## src/rtl/baser_test_sequencer.sv

```systemverilog
// BASE-R loop self-test controller: clears the checker, steps the generator through a
// fixed 14-step enable/MII schedule, drains, then latches checker counters and a verdict.
module baser_test_sequencer #(
  parameter int DATA_WIDTH        = 64,
  parameter int CONTROL_WIDTH     = 8,
  parameter int TRANSCODER_BLOCKS = 4,
  parameter int PHASE_CYCLES      = 30,
  parameter int CLEAR_CYCLES      = 2,
  parameter int DRAIN_CYCLES      = 8,
  parameter int MIN_BLOCKS        = 32
) (
  input  logic                         clk,
  input  logic                         i_rst_n,
  input  logic                         i_start,
  input  logic                         i_abort,
  input  logic [31:0]                  i_block_count,
  input  logic [31:0]                  i_inv_block_count,
  output logic                         o_ckr_rst,
  output logic                         o_enable,
  output logic [1:0]                   o_valid,
  output logic [TRANSCODER_BLOCKS-1:0] o_data_sel,
  output logic [DATA_WIDTH-1:0]        o_txd,
  output logic [CONTROL_WIDTH-1:0]     o_txc,
  output logic [3:0]                   o_step,
  output logic                         o_busy,
  output logic                         o_done,
  output logic                         o_pass,
  output logic                         o_aborted,
  output logic [31:0]                  o_blocks_seen,
  output logic [31:0]                  o_inv_seen
);

  localparam int unsigned MAX_CYC =
    (PHASE_CYCLES > CLEAR_CYCLES)
      ? ((PHASE_CYCLES > DRAIN_CYCLES) ? PHASE_CYCLES : DRAIN_CYCLES)
      : ((CLEAR_CYCLES > DRAIN_CYCLES) ? CLEAR_CYCLES : DRAIN_CYCLES);
  localparam int unsigned CW = (MAX_CYC > 1) ? $clog2(MAX_CYC) : 1;
  localparam logic [CW-1:0] PHASE_LD = CW'(PHASE_CYCLES - 1);
  localparam logic [CW-1:0] CLEAR_LD = CW'(CLEAR_CYCLES - 1);
  localparam logic [CW-1:0] DRAIN_LD = CW'(DRAIN_CYCLES - 1);

  typedef enum logic [2:0] {S_IDLE, S_CLEAR, S_RUN, S_DRAIN, S_EVAL, S_DONE} state_t;

  state_t                         state_q;
  logic [CW-1:0]                  cnt_q;
  logic [3:0]                     step_q;
  logic                           ckr_rst_q, enable_q, busy_q, done_q, pass_q, aborted_q;
  logic [1:0]                     valid_q;
  logic [TRANSCODER_BLOCKS-1:0]   sel_q;
  logic [DATA_WIDTH-1:0]          txd_q;
  logic [CONTROL_WIDTH-1:0]       txc_q;
  logic [31:0]                    blocks_q, inv_q;

  // Stimulus for the step about to be entered (step 0 when leaving CLEAR).
  logic [3:0]                     nstep;
  logic [TRANSCODER_BLOCKS-1:0]   sel_nx;
  logic [DATA_WIDTH-1:0]          txd_nx;
  logic [CONTROL_WIDTH-1:0]       txc_nx;

  assign nstep = (state_q == S_RUN) ? step_q + 4'd1 : 4'd0;

  always_comb begin
    sel_nx = TRANSCODER_BLOCKS'(4'hF);
    txd_nx = '0;
    txc_nx = '0;
    case (nstep)
      4'd0:  sel_nx = TRANSCODER_BLOCKS'(4'h0);
      4'd1:  sel_nx = TRANSCODER_BLOCKS'(4'h1);
      4'd2:  sel_nx = TRANSCODER_BLOCKS'(4'h2);
      4'd3:  sel_nx = TRANSCODER_BLOCKS'(4'h3);
      4'd4:  sel_nx = TRANSCODER_BLOCKS'(4'h4);
      4'd5:  sel_nx = TRANSCODER_BLOCKS'(4'h8);
      4'd7:  txd_nx = DATA_WIDTH'(64'hFFFFFFFFFFFFFFFF);
      4'd8:  txd_nx = DATA_WIDTH'(64'hAAAAAAAAAAAAAAAA);
      4'd9:  begin txd_nx = DATA_WIDTH'(64'h07070707070707FD); txc_nx = CONTROL_WIDTH'(8'hFF); end
      4'd10: begin txd_nx = DATA_WIDTH'(64'hAAAAAAAAAAAAAAFB); txc_nx = CONTROL_WIDTH'(8'h01); end
      4'd11: txd_nx = DATA_WIDTH'(64'hAAAAAAAAAAAAAAAA);
      4'd12: begin txd_nx = DATA_WIDTH'(64'h0707070707FDAAAA); txc_nx = CONTROL_WIDTH'(8'hFC); end
      4'd13: begin txd_nx = DATA_WIDTH'(64'h0707070707070707); txc_nx = CONTROL_WIDTH'(8'hFF); end
      default: ;
    endcase
  end

  always_ff @(posedge clk or negedge i_rst_n) begin
    if (!i_rst_n) begin
      state_q   <= S_IDLE;
      cnt_q     <= '0;
      step_q    <= '0;
      ckr_rst_q <= 1'b1;
      enable_q  <= 1'b0;
      valid_q   <= '0;
      sel_q     <= '0;
      txd_q     <= '0;
      txc_q     <= '0;
      busy_q    <= 1'b0;
      done_q    <= 1'b0;
      pass_q    <= 1'b0;
      aborted_q <= 1'b0;
      blocks_q  <= '0;
      inv_q     <= '0;
    end else if (state_q == S_IDLE || state_q == S_DONE) begin
      ckr_rst_q <= 1'b0;
      if (i_start && !i_abort) begin
        state_q   <= S_CLEAR;
        cnt_q     <= CLEAR_LD;
        step_q    <= '0;
        ckr_rst_q <= 1'b1;
        busy_q    <= 1'b1;
        done_q    <= 1'b0;
        pass_q    <= 1'b0;
        aborted_q <= 1'b0;
        blocks_q  <= '0;
        inv_q     <= '0;
      end
    end else if (i_abort) begin
      state_q   <= S_DONE;
      step_q    <= '0;
      ckr_rst_q <= 1'b0;
      enable_q  <= 1'b0;
      valid_q   <= '0;
      sel_q     <= '0;
      txd_q     <= '0;
      txc_q     <= '0;
      busy_q    <= 1'b0;
      done_q    <= 1'b1;
      pass_q    <= 1'b0;
      aborted_q <= 1'b1;
    end else begin
      case (state_q)
        S_CLEAR: begin
          if (cnt_q == '0) begin
            state_q   <= S_RUN;
            cnt_q     <= PHASE_LD;
            step_q    <= nstep;
            ckr_rst_q <= 1'b0;
            enable_q  <= 1'b1;
            valid_q   <= 2'b11;
            sel_q     <= sel_nx;
            txd_q     <= txd_nx;
            txc_q     <= txc_nx;
          end else begin
            cnt_q <= cnt_q - 1'b1;
          end
        end
        S_RUN: begin
          if (cnt_q != '0) begin
            cnt_q <= cnt_q - 1'b1;
          end else if (step_q == 4'd13) begin
            state_q <= S_DRAIN;
            cnt_q   <= DRAIN_LD;
          end else begin
            cnt_q    <= PHASE_LD;
            step_q   <= nstep;
            enable_q <= (nstep < 4'd7);
            sel_q    <= sel_nx;
            txd_q    <= txd_nx;
            txc_q    <= txc_nx;
          end
        end
        S_DRAIN: begin
          if (cnt_q == '0) state_q <= S_EVAL;
          else             cnt_q   <= cnt_q - 1'b1;
        end
        S_EVAL: begin
          state_q  <= S_DONE;
          step_q   <= '0;
          enable_q <= 1'b0;
          valid_q  <= '0;
          sel_q    <= '0;
          txd_q    <= '0;
          txc_q    <= '0;
          busy_q   <= 1'b0;
          done_q   <= 1'b1;
          blocks_q <= i_block_count;
          inv_q    <= i_inv_block_count;
          pass_q   <= (i_inv_block_count == 32'd0) && (i_block_count >= 32'(MIN_BLOCKS));
        end
        default: state_q <= S_IDLE;
      endcase
    end
  end

  assign o_ckr_rst     = ckr_rst_q;
  assign o_enable      = enable_q;
  assign o_valid       = valid_q;
  assign o_data_sel    = sel_q;
  assign o_txd         = txd_q;
  assign o_txc         = txc_q;
  assign o_step        = step_q;
  assign o_busy        = busy_q;
  assign o_done        = done_q;
  assign o_pass        = pass_q;
  assign o_aborted     = aborted_q;
  assign o_blocks_seen = blocks_q;
  assign o_inv_seen    = inv_q;

endmodule

```

## config.mk

```make
export PLATFORM = sky130hd
export DESIGN_NAME = baser_test_sequencer
export DESIGN_NICKNAME = d
export VERILOG_FILES = /design/src/rtl/baser_test_sequencer.sv
export SDC_FILE = /design/constraint.sdc
export NUM_CORES = 1
export LEC_CHECK = 0
export CAP_MARGIN = 15
export CORE_UTILIZATION = 39
export CTS_CLUSTER_DIAMETER = 120
export DETAILED_ROUTE_END_ITERATION = 8
export PLACE_DENSITY = 0.74
export SLEW_MARGIN = 30
export SYNTH_ARGS = -nofsm -noshare
export SYNTH_HDL_FRONTEND = slang
export SYNTH_SLANG_ARGS = --single-unit
```

## constraint.sdc

```tcl
create_clock -name clk -period 2.08 [get_ports clk]
set_clock_uncertainty 0.05 [all_clocks]
set_input_delay 0.208 -clock clk [delete_from_list [all_inputs] [get_ports clk]]
set_output_delay 0.208 -clock clk [all_outputs]
set_load 0.01 [all_outputs]
```

==> results.md <==
- Number of flops mapped to enable cells by yosys: 0
- Critical path peak fanout: 6
- Final period util: 103%
- Ys Warns: 0
- Comb pwr share: 44.1%
- CTS tree: yes
- Worst-path clk slew: 0.07 ns
- Final HPWL DP: 11500 µm
- Number of cells on the worst hold path: 3
- Pins Over Slew Limit: 0
- Number of H-tree levels: 3
- Critical path type: reg2reg
- CP startpoint kind: register
- Post-Route WL: 15800 µm
- Final Critical Period: 2.14 ns
- Reg2Reg Depth: 6
- Crit. End Element: register
- Finished Layout Cells: 994
- Worst path cell trace: inv_2 -> ha_4 -> or4b_4 -> o311a_4 -> buf_6 -> a211o_1
- Final worst slack: -0.0616 ns
- Count of cell types in the netlist: 61
- Top FF cell, synth: dfrtp_1
- R2R Path End: o_txd[0]$_DFFE_PN0P_
- Worst vdd ir: 0.000631 V
- Endpoints failing setup: 6
- Nets: 885
- Mapped Avg Cell Area: 8.66 µm²
- Placement row count: 42
- First-pass GRT wire length: 25500 µm
- Via count of the routed design: 5245
- Seq pwr share: 35.1%
- Initial antenna violation count: 0
- Final core utilization: 61.3%
- Switching Share: 34.7%
- Die W: 120 µm
- Synth Instances: 623
- Placed instance count: 974
- Routability cong.: 0.918
- Core box area: 13300 µm²
- Layout cells sized above 1: 13.8%
- Total of max-cap violations: 0
- Hold WS: 0.365 ns
- Status: finished, violations left
- Gr ovfl total: 0
- Clk Latency, worst-skew pair: 0.35 ns
- Worst Hold Endpoint: o_blocks_seen[2]$_DFFE_PN0P_
- Slowest stage cell, crit path: or4b_4
- HP Start: i_block_count[2]
- Port Buffers: 219
- Largest net degree at the start of global routing: 103
- Slack of the worst reg-to-reg path: -0.06 ns
- CTS sink count: 102
- Fraction of registers with async set or reset after synthesis: 100%
- Slew headroom: 63.4%
- Initial Util: 40.4%
- Max frequency: 0.467 GHz
- TritonRoute pass-1 iters: 5
- Largest stage delay, worst path: 0.50 ns
- Clock Path Buffers: 2
- Failing checks: setup timing
- CTS buffer count: 9
- Hold Crit Class: in2reg
- Syn_nets: 694
- Power Internal: 5.39 mW
- Required @ worst endpoint: 2.26 ns
- GRT Total Usage: 22.6%
- Vias per cell: 5.28
- Endpoints failing hold: 0
- Pwr dens: 1010 nW/µm²
- Area grow syn2layout: 51.6%
- Die height: 120 µm
- Seq/Total Area, Yosys: 47.3%
- #FFs+latches synth: 102
- Post-DR wirelength/cell: 15.9 µm
- Root Buffer Master: clkbuf_16
- Sw Pwr: 2.86 mW
- RSZ-0062 raised after global routing: true
- WP data arrival: 2.32 ns
- Die Area: 14300 µm²
- Drt drc: 0
- Worst Max-Slew Pin Slew: 0.549 ns
- P_leak: 3.36 nW
- # diodes: 0
- Clk pwr share: 20.8%
- Num ports: 220
- Filler cells: 1109
- R2R Path Start: cnt_q[0]$_DFFE_PN0P_
- Post-Syn Area: 5400 µm²
- Vias in the first global route: 5161
- Post-DRT Antenna Nets: 0
- Drt initial violations: 236
[power groups by stage]
stage | logic [mW] | clock network [mW] | registers, mW
floorplan | 1.39 | 0 | 3.11
detailed placement | 3.44 | 0 | 2.91
global placement | 3.35 | 0 | 2.89
CTS | 3.54 | 1.76 | 2.89
global route | 3.96 | 1.83 | 2.96
finish | 3.64 | 1.72 | 2.90
[cell usage in the layout (no fill, tap or decap), types with 7 or more instances in the layout]
| cell type | count |
|---|---|
| nor4_1 | 15 |
| o21ai_0 | 84 |
| a22o_1 | 8 |
| nor3_1 | 7 |
| nand2_1 | 155 |
| clkdlybuf4s50_1 | 218 |
| nor2_1 | 21 |
| dfrtp_1 | 99 |
| inv_1 | 10 |
| clkbuf_16 | 9 |
| nand3_1 | 12 |
| a21oi_1 | 12 |
| buf_4 | 47 |
[metal layers]
layer  wire length (µm)  vias to the layer above  part of all wire (%)  track usage [%]
met5                  0                        -                     0                0
met4                530                        0                   3.3             11.4
met3               1560                       40                   9.8             8.03
met2               7520                      261                    47             37.1
met1               6230                     2483                    39             26.0
li1                   -                     2461                     -                -
[Yosys cell counts (3+ instances only)]
master	n	area share [%]
dfrtp_1	101	47
nor4_1	17	2.0
nand3_1	14	1.3
buf_6	3	0.63
clkbuf_1	31	2.2
a21o_1	4	0.56
ha_1	3	0.70
or3_1	6	0.70
nand2_1	155	11
a22o_1	8	1.3
o21ai_0	89	8.3
a21oi_1	12	1.1
nor3_1	8	0.74
buf_4	59	8.2
nand4_1	5	0.58
nor2b_1	6	0.70
buf_2	3	0.28
inv_1	12	0.83
nor2_1	22	1.5
a211o_1	3	0.49
o31ai_1	4	0.56
nand2b_1	3	0.35
a31oi_1	4	0.46
[registers in the layout, indices dropped and copies added, names as in the netlist, 3 cells and up]
name / count
state_q: 3
o_txd: 12
o_data_sel: 4
o_blocks_seen: 32
cnt_q: 5
o_inv_seen: 32
o_txc: 3
o_step: 4
[worst max-delay path: cells and delay by family, from the launching register on]
kind,cells,cell delay (ns)
flip-flops,1,0.40
AND/OR/NAND/NOR,1,0.50
buffers and inverters,2,0.24
AO/OA/AOI/OAI,2,0.68
adder cells (fa/ha/maj),1,0.14
[cell families (layout without fill, tap and decap cells)]
kind of cell	after synthesis	count (layout)	share of synthesized area, %
muxes	4	4	0.788
DFF	102	102	47.3
xor gates and xnor gates	4	4	0.649
buffers and inverters	109	304	12.4
and+or+nand+nor	251	251	20.9
AOI/OAI and AO/OA	149	149	17.1
adders and majority gates	4	4	0.881
[layout make-up]
cell class,instances,area [µm²],area share (%)
clock buffers,12,256,3.14
clock inverters,3,43.8,0.535
inverters,12,45.0,0.551
multi-input cells,412,2340,28.6
flip-flops and latches,102,2560,31.3
well taps,176,220,2.69
repair buffers,277,2720,33.3
[stage by stage]
step	setup slack [ns]	power (mW)	TNS, ns	instance area, µm²
finish	-0.0616	8.25	-0.204	8180
global route	-0.121	8.74	-1.16	8180
CTS	-0.0398	8.19	-0.134	8110
detailed placement	-0.0937	6.35	-0.779	7730
global placement	-0.0455	6.24	-0.157	7730
floorplan	-0.0909	4.50	-0.816	5490
[worst max-delay path by stage]
stage / startpoint / to / slack [ns]
final: cnt_q[0]$_DFFE_PN0P_ / o_txd[0]$_DFFE_PN0P_ / -0.06
after CTS: cnt_q[0]$_DFFE_PN0P_ / o_txd[23]$_DFFE_PN0P_ / -0.04
after global routing: cnt_q[0]$_DFFE_PN0P_ / o_txd[10]$_DFFE_PN0P_ / -0.12
after global placement: cnt_q[0]$_DFFE_PN0P_ / o_txd[0]$_DFFE_PN0P_ / -0.05
after floorplan: cnt_q[1]$_DFFE_PN0P_ / o_txd[0]$_DFFE_PN0P_ / -0.09
after detailed placement: cnt_q[0]$_DFFE_PN0P_ / o_txd[0]$_DFFE_PN0P_ / -0.09
[repair_timing]
| item | CTS | global route |
|---|---|---|
| gates resized for setup | 9 | 19 |
| cloned | 0 | 1 |
| pin swaps | 4 | 7 |
| hold buffers | 1 | 0 |
| endpoints found under the setup margin | 20 | 25 |
| endpoints found under the hold margin | 101 | 0 |
| setup buffers | 2 | 1 |
(Power assumes the default switching activity.)
==> RTL change: new RTL, same flow settings <==
Reset style: synchronous (`i_rst_n`), changed in one clocked block.
--- a/src/rtl/baser_test_sequencer.sv
+++ b/src/rtl/baser_test_sequencer.sv
@@ -83,3 +83,3 @@
 
-  always_ff @(posedge clk or negedge i_rst_n) begin
+  always_ff @(posedge clk) begin
     if (!i_rst_n) begin
Formal check against the unedited RTL: differs if i_rst_n is asserted again (counterexample within 4 cycles, from zero or initial values and one cycle with i_rst_n low); with i_rst_n held inactive, the same outputs for 4 cycles.
==> RTL change against the unedited design <==
- utilization shrank 0.73 points
- largest cell class unchanged
- via count shrank 7.5%
- synthesized area shrank 6.5%
- sequential share of layout area shrank 4.5 points
- wire length shrank 5.7%
- setup slack gained 89 ps
- sequential cell count is the same
- hold slack lost 110 ps
- fmax grew 4.3%
- design area shrank 6.6%
- cell count shrank 6.5%
Power is not compared: it rests on default switching activity, and its combinational part moved more than twofold at a synthesized area within 25%.
==> RTL change: results (changes against the unedited design) <==
* Status: finished, final reports clean (was finished with violations)
* Maximum vdd drop at between 0.0004 and 0.0005 V
* Asr flop ratio synth at 0 (was 1.00)
* Max stage delay on crit path at 470 ps (was 500 ps)
* Complex-gate fraction of the synthesized area at 0.230 (was 0.171)
* WL met1 at 6320 um (was 6230 um)
* Final HPWL DP at 10800 um (was 11500 um)
* First-pass GRT wire length at 22700 um (was 25500 um)
* Number of non-clock buffers at 266 (was 277)
* Clock-cell share at 0.0416 (was 0.0367)
* Slew Limit Headroom at 0.693 (was 0.634)
* Largest net degree at the start of global routing at 100 (was 103)
* Vias in the first global route at 4464 (was 5161)
* # port buffers at 219 (unchanged)
* Cell taking the most area after synthesis: dfxtp_1 (was dfrtp_1)
* Drt first pass iters at 4 (was 5)
* 1st-iter DRT viols at 347 (was 236)
* Clk root buf: clkbuf_16 (unchanged)
* CP max FO at 21 (was 6)
* Clock buffers at 11 (was 12)
* Metal2 WL at 7130 um (was 7520 um)
* Fraction of area in multi-input gates at 0.317 (was 0.286)
* Met1 usage at 0.271 (was 0.260)
* Synth Area in Adders at 0.0114 (was 0.00881)
* Pleak at between 2 and 3 nW
* Xor/xnor cell area share of the yosys netlist at 0.0119 (was 0.00649)
* Placed inst area at 7240 um2 (was 7730 um2)
* Routing usage on met3 at 0.0596 (was 0.0803)
* Final nets at 823 (was 885)
* Total GRT Usage at 0.217 (was 0.226)
* Mux contribution to synthesized area at 0.00397 (was 0.00788)
* Fillers at 1094 (was 1109)
* Met3 wire len at 1280 um (was 1560 um)
* Routed WL at 14900 um (was 15800 um)
* Worst path top cell family by delay: simple AND/OR/NAND/NOR gates (was compound AO/OA/AOI/OAI gates)
* Cts hold-fix bufs at 0 (was 1)
* Met2 usage at 0.359 (was 0.371)
* Post-CTS Resized at 6 (was 9)
* Die W at 116 um (was 120 um)
* Yosys cell types at 62 (was 61)
* Buffering overhead at 0.339 (was 0.333)
* Area contributors post-synth: dfxtp_1 40%, a22oi_1 9.8%, nor2b_1 8.8% (was dfrtp_1 47%, nand2_1 11%, o21ai_0 8.3%)
* Seq/Total Area, Yosys at 0.405 (was 0.473)
* Sequential cell area share at 0.268 (was 0.313)
* # Post-CTS Setup Buffers at 1 (was 2)
* Layout cells sized above 1 at 0.123 (was 0.138)
* Synth top cells by count: 102 x dfxtp_1, 71 x nor2b_1, 66 x a22oi_1, 59 x buf_4 (was 155 x nand2_1, 101 x dfrtp_1, 89 x o21ai_0, 59 x buf_4, 31 x clkbuf_1)
* Post-Syn Nets at 641 (was 694)
* Placer Congestion at 0.914 (was 0.918)
* Via/cell ratio at 5.22 (was 5.28)
* Post-synth top flop: dfxtp_1 (was dfrtp_1)
RTL change: worst register-to-register path: cells and delay by family, from the launching register on:
kind	cells	cell delay, ps
buffers and inverters	2	240
AOI/OAI and AO/OA	3	590
and+or+nand+nor	2	620
DFF	1	310
adders and majority gates	1	140
RTL change: path summary, 6_finish.rpt:
kind              startpoint   endpoint  slack, ps  depth (start not counted)
setup / recovery    cnt_q[1]  o_txd[17]         30                          8
hold / removal       i_rst_n   cnt_q[2]        250                          4
setup reg to reg    cnt_q[1]  o_txd[17]         30                          8
hold reg to reg       o_done     o_done        400                          2
RTL change: stage by stage:
step | utilization | std cells | worst slack, ps
final | 0.605 | 929 | 27.5
after global routing | 0.605 | 929 | -68.0
after CTS | 0.601 | 927 | 3.58
after detailed placement | 0.574 | 910 | -33.4
after global placement | 0.574 | 910 | -30.2
after floorplan | - | 570 | 61.2
